--- config.mk ---
export PLATFORM = sky130hd
export DESIGN_NAME = instruction_fetch_unit
export DESIGN_NICKNAME = d
export VERILOG_FILES = /design/src/rtl/cpu_pkg.sv /design/src/rtl/instruction_fetch_unit.sv
export SDC_FILE = /design/constraint.sdc
export NUM_CORES = 1
export LEC_CHECK = 0
export CORE_MARGIN = 8
export CORE_UTILIZATION = 44
export CTS_CLUSTER_SIZE = 12
export DETAILED_ROUTE_END_ITERATION = 7
export PLACE_DENSITY = 0.87
export SETUP_SLACK_MARGIN = 0.1
export SYNTH_ARGS = -nofsm -noshare
export SYNTH_HDL_FRONTEND = slang
export SYNTH_SLANG_ARGS = --single-unit
--- constraint.sdc ---
create_clock -name clk -period 1.95 [get_ports clk]
set_input_delay 0.2925 -clock clk [delete_from_list [all_inputs] [get_ports clk]]
set_output_delay 0.2925 -clock clk [all_outputs]
set_load 0.01 [all_outputs]
--- src/rtl/cpu_pkg.sv ---
// Shared CPU constants and types.
// Imported by the fetch unit and by anything that talks to it.
package cpu_pkg;

    localparam int ADDR_W = 8;
    localparam int DATA_W = 8;
    localparam int PC_STEP = 2;
    localparam logic [7:0] RESET_PC = 8'h00;
    localparam logic [7:0] NOP = 8'h00;

    typedef enum logic {
        RUN,
        HALTED
    } fetch_state_t;

endpackage

--- src/rtl/instruction_fetch_unit.sv ---
// Instruction fetch: owns the PC, drives instruction memory and
// hands fetched instructions to decode over a valid/ready pair.
module instruction_fetch_unit
    import cpu_pkg::*;
#(
    parameter int ADDR_W = cpu_pkg::ADDR_W,
    parameter int DATA_W = cpu_pkg::DATA_W,
    parameter int PC_STEP = cpu_pkg::PC_STEP,
    parameter logic [ADDR_W-1:0] RESET_PC = cpu_pkg::RESET_PC,
    parameter int CNT_W = 16
) (
    input  logic              clk,
    input  logic              rst,
    output logic [ADDR_W-1:0] pc_address,
    input  logic [DATA_W-1:0] instr_in,
    output logic [DATA_W-1:0] ir_out,
    output logic [ADDR_W-1:0] ir_pc,
    output logic              ir_valid,
    input  logic              ir_ready,
    input  logic              jump_en,
    input  logic [ADDR_W-1:0] jump_target,
    input  logic              halt,
    input  logic              resume,
    output logic              halted,
    output logic [CNT_W-1:0]  fetch_count
);

    fetch_state_t state;
    fetch_state_t state_nxt;

    logic [ADDR_W-1:0] pc;
    logic [ADDR_W-1:0] jump_pc;
    logic              load;

    assign pc_address = pc;
    assign halted     = (state == HALTED);
    assign jump_pc    = {jump_target[ADDR_W-1:1], 1'b0};
    assign load       = !ir_valid || ir_ready;

    always_ff @(posedge clk) begin
        if (rst) begin
            state <= RUN;
        end else begin
            state <= state_nxt;
        end
    end

    // halt wins over resume, so both together keep the unit halted
    always_comb begin
        state_nxt = state;
        unique case (state)
            RUN: begin
                if (halt) begin
                    state_nxt = HALTED;
                end
            end
            HALTED: begin
                if (resume && !halt) begin
                    state_nxt = RUN;
                end
            end
            default: state_nxt = RUN;
        endcase
    end

    always_ff @(posedge clk) begin
        if (rst) begin
            pc          <= RESET_PC;
            ir_out      <= DATA_W'(NOP);
            ir_pc       <= '0;
            ir_valid    <= 1'b0;
            fetch_count <= '0;
        end else if (state == RUN) begin
            if (halt) begin
                ir_valid <= 1'b0;
                if (jump_en) begin
                    pc <= jump_pc;
                end
            end else if (jump_en) begin
                pc       <= jump_pc;
                ir_valid <= 1'b0;
            end else if (load) begin
                ir_out   <= instr_in;
                ir_pc    <= pc;
                ir_valid <= 1'b1;
                pc       <= pc + ADDR_W'(PC_STEP);
                if (fetch_count != '1) begin
                    fetch_count <= fetch_count + CNT_W'(1);
                end
            end
        end else begin
            ir_valid <= 1'b0;
            if (jump_en) begin
                pc <= jump_pc;
            end
        end
    end

endmodule

==> qor.yml <==
run_status:
  status: "finished clean"
synth:
  synth_nets: 242
  syn_area_um2: 1830
  synth.most_common_cell: "nand2_1"
  ys_seq_area_share_pct: 46.1
  netlist_instances: 218
  synthFlopType: "dfxtp_1"
  synth-seq-cells: 42
  yosys-top-cells-area: "dfxtp_1, nand2_1, a21oi_1"
  yosysTopAreaCell: "dfxtp_1"
  yosysUniqueCellTypes: 43
  syn_area_per_cell_um2: 8.37
  netlist.area_leader.share_pct: 46.1
  synth-async-reset-ratio_pct: 0
  ys_warn_count: 0
  synth_edf_count: 0
  netlist_top_cells_count: "nand2_1, dfxtp_1, nor2_1"
cts:
  cts.path.max_buffers: 2
  clkTransAtPathRegs_ns: 0.08
  post-cts-setup-buffers: 0
  clock_latency_ns: 0.29
  cts_sinks: 42
  cts_tree: "done"
  h-tree-depth: 2
  cts_buffers: 5
  root_buffer: "clkbuf_8"
final_layout:
  multiInputGateArea_um2: 933
  syn_to_final_growth_pct: 46.9
  layout.nets: 316
  num-fill-cells: 332
  diodes: 0
  register_area_um2: 841
  drive_above_1_share_pct: 10.6
setup_path:
  cp.required_ns: 2.13
  r2r-end: "fetch_count[15]$_SDFFE_PP0P_"
  path_buf_inv: 2
  start_kind: "input port"
  worstPathCellList: "clkdlybuf4s50_1 -> nor3_2 -> nand2b_1 -> buf_4 -> nor4_1 -> xnor2_1 -> nor2_1"
  arrival_ns: 1.95
  cp_top_family: "simple AND/OR/NAND/NOR gates"
  r2r-start: "fetch_count[0]$_SDFFE_PP0P_"
  cp_slowest_stage_delay_ns: 0.49
  critPathSlowestCell: "clkdlybuf4s50_1"
  cp.depth: 7
  worstSetupPathType: "input port to register"
  reg2reg_slack_ns: 0.19
  path_max_fanout: 9
  crit_end: "fetch_count[5]$_SDFFE_PP0P_"
  crit_path_end_kind: "register"
  reg2reg_depth: 6
  crit_start: "jump_en"
drt:
  via_per_inst: 5.38
  wl_per_cell_um: 14.8
  post-route-drc-count: 0
  drtIter0Drc: 111
  drt_wl_total_um: 5070
  vias: 1844
  dr.pass1.iters: 4
  ant_nets: 0
timing:
  min_period_ns: 1.77
  maxSlewViolCount: 0
  fin_crit_sh_pct: 90.7
  slew_headroom_pct: 74.3
  rsz0062_at_grt: "false"
  hold_viol: 0
  holdWs_ns: 0.454
  finalSetupViolCount: 0
  fmax_mhz: 566
  fin_skew_ns: 0.00500
  tightest_slew_ns: 0.381
power_and_ir_drop:
  ir_drop_mv: 0.437
  power_switching_mw: 0.400
  clkPwrFrac_pct: 33.3
  swShare_pct: 23.7
  power_frac_comb_pct: 13.1
  powerDensity_nw_per_um2: 631
  pwr-share-seq_pct: 53.6
  p_int_mw: 1.29
  power_mw: 1.69
  p_leak_nw: 0.937
global_routing:
  grt_remaining_overflow: 0
  grt_pass1_vias: 1752
  antenna_found_initial: 0
  grt_pass1_wl_um: 8020
  grt_max_degree: 43
  track_usage_pct: 15.7
placed_design:
  place_hpwl_um: 3740
  io_buffer_count: 62
  globalplace.congestion: 0.824
die:
  ios: 64
  core_area_um2: 4000
  rows: 23
  initial_utilization_pct: 45.6
  die_x_um: 80.4
  die_y_um: 80.4
  die_area_um2: 6470
flow_run:
  max_cap_viol_count: 0
hold_path:
  hold_class: "register to register"
-- layout by cell type (no fill, tap or decap), types with 3 or more instances in the layout --
cell             instances
clkbuf_8                 6
xnor2_1                  8
dfxtp_1                 42
buf_4                   14
nor2_1                  25
nand3_1                  8
nand2_1                 45
nor3_1                   5
o21ai_0                  3
a21oi_1                 21
clkdlybuf4s50_1         62
nand4_1                  6
xor2_1                   7
-- repair_timing --
item,in CTS,in global routing
hold buffers,0,0
endpoints found under the setup margin,0,1
gates resized for setup,0,1
-- logic make-up after synthesis --
kind of cell | synth area share (%)
flops | 46.1
buf+inv | 3.15
fa+ha+maj | 1.37
compound gates | 11.8
simple gates | 29.3
xor+xnor | 7.20
mux | 1.17
-- worst min path at each step --
| stage | from | endpoint | slack (ns) | cells after the start |
|---|---|---|---|---|
| 2_1_floorplan | halt | halted$_SDFF_PP0_ | 0.41 | 2 |
| 6_report | ir_pc[4]$_SDFFE_PP0P_ | ir_pc[4]$_SDFFE_PP0P_ | 0.45 | 2 |
| 3_3_place_gp | ir_out[3]$_SDFFE_PP0P_ | ir_out[3]$_SDFFE_PP0P_ | 0.44 | 2 |
| 3_5_place_dp | ir_pc[4]$_SDFFE_PP0P_ | ir_pc[4]$_SDFFE_PP0P_ | 0.45 | 2 |
| 5_1_grt | ir_out[1]$_SDFFE_PP0P_ | ir_out[1]$_SDFFE_PP0P_ | 0.48 | 2 |
| 4_1_cts | ir_pc[4]$_SDFFE_PP0P_ | ir_pc[4]$_SDFFE_PP0P_ | 0.46 | 2 |
-- metrics by stage --
step           setup WS [ns]  setup TNS (ns)  utilization [%]  std cells  cell area, µm²
2_1_floorplan          0.193               0                -        218            1830
3_3_place_gp         -0.0596          -0.321             64.6        335            2580
3_5_place_dp          -0.116          -0.716             64.6        335            2580
4_1_cts                0.171               0             66.9        343            2680
5_1_grt                0.108               0             67.0        343            2680
6_report               0.182               0             67.0        343            2680
-- routing by layer --
| layer | wire (µm) | vias to the layer above | track usage [%] |
|---|---|---|---|
| met5 | 0 | - | 0 |
| met4 | 84 | 0 | 5.64 |
| met3 | 547 | 11 | 7.59 |
| met2 | 2490 | 89 | 25.9 |
| met1 | 1940 | 839 | 17.0 |
| li1 | - | 905 | - |
-- tightest hold or removal path: cells and delay by family, from the launching register on --
family / cells / cell delay, ns
AO/OA/AOI/OAI: 1 / 0.05
AND/OR/NAND/NOR: 1 / 0.05
flip-flops: 1 / 0.31
-- sequential cells by signal (all words and copies together) (netlist names) --
name         count
fetch_count     16
halted           1
ir_out           8
ir_pc            8
ir_valid         1
pc_address       8
-- power by group through the flow --
stage	clock [mW]	combinational [mW]	sequential [mW]
after floorplan	0	0.0813	0.935
after global placement	0	0.217	0.926
after detailed placement	0	0.221	0.927
after CTS	0.582	0.223	0.907
after global routing	0.609	0.239	0.911
final	0.564	0.221	0.907
-- layout make-up --
| type | instances | area share [%] |
|---|---|---|
| clock buffer | 7 | 3.22 |
| clock inverter | 1 | 0.187 |
| inverter | 2 | 0.280 |
| sequential | 42 | 31.4 |
| timing repair buffer | 77 | 27.8 |
| multi-input combinational | 164 | 34.8 |
| tap | 50 | 2.33 |
(Power assumes the default switching activity.)
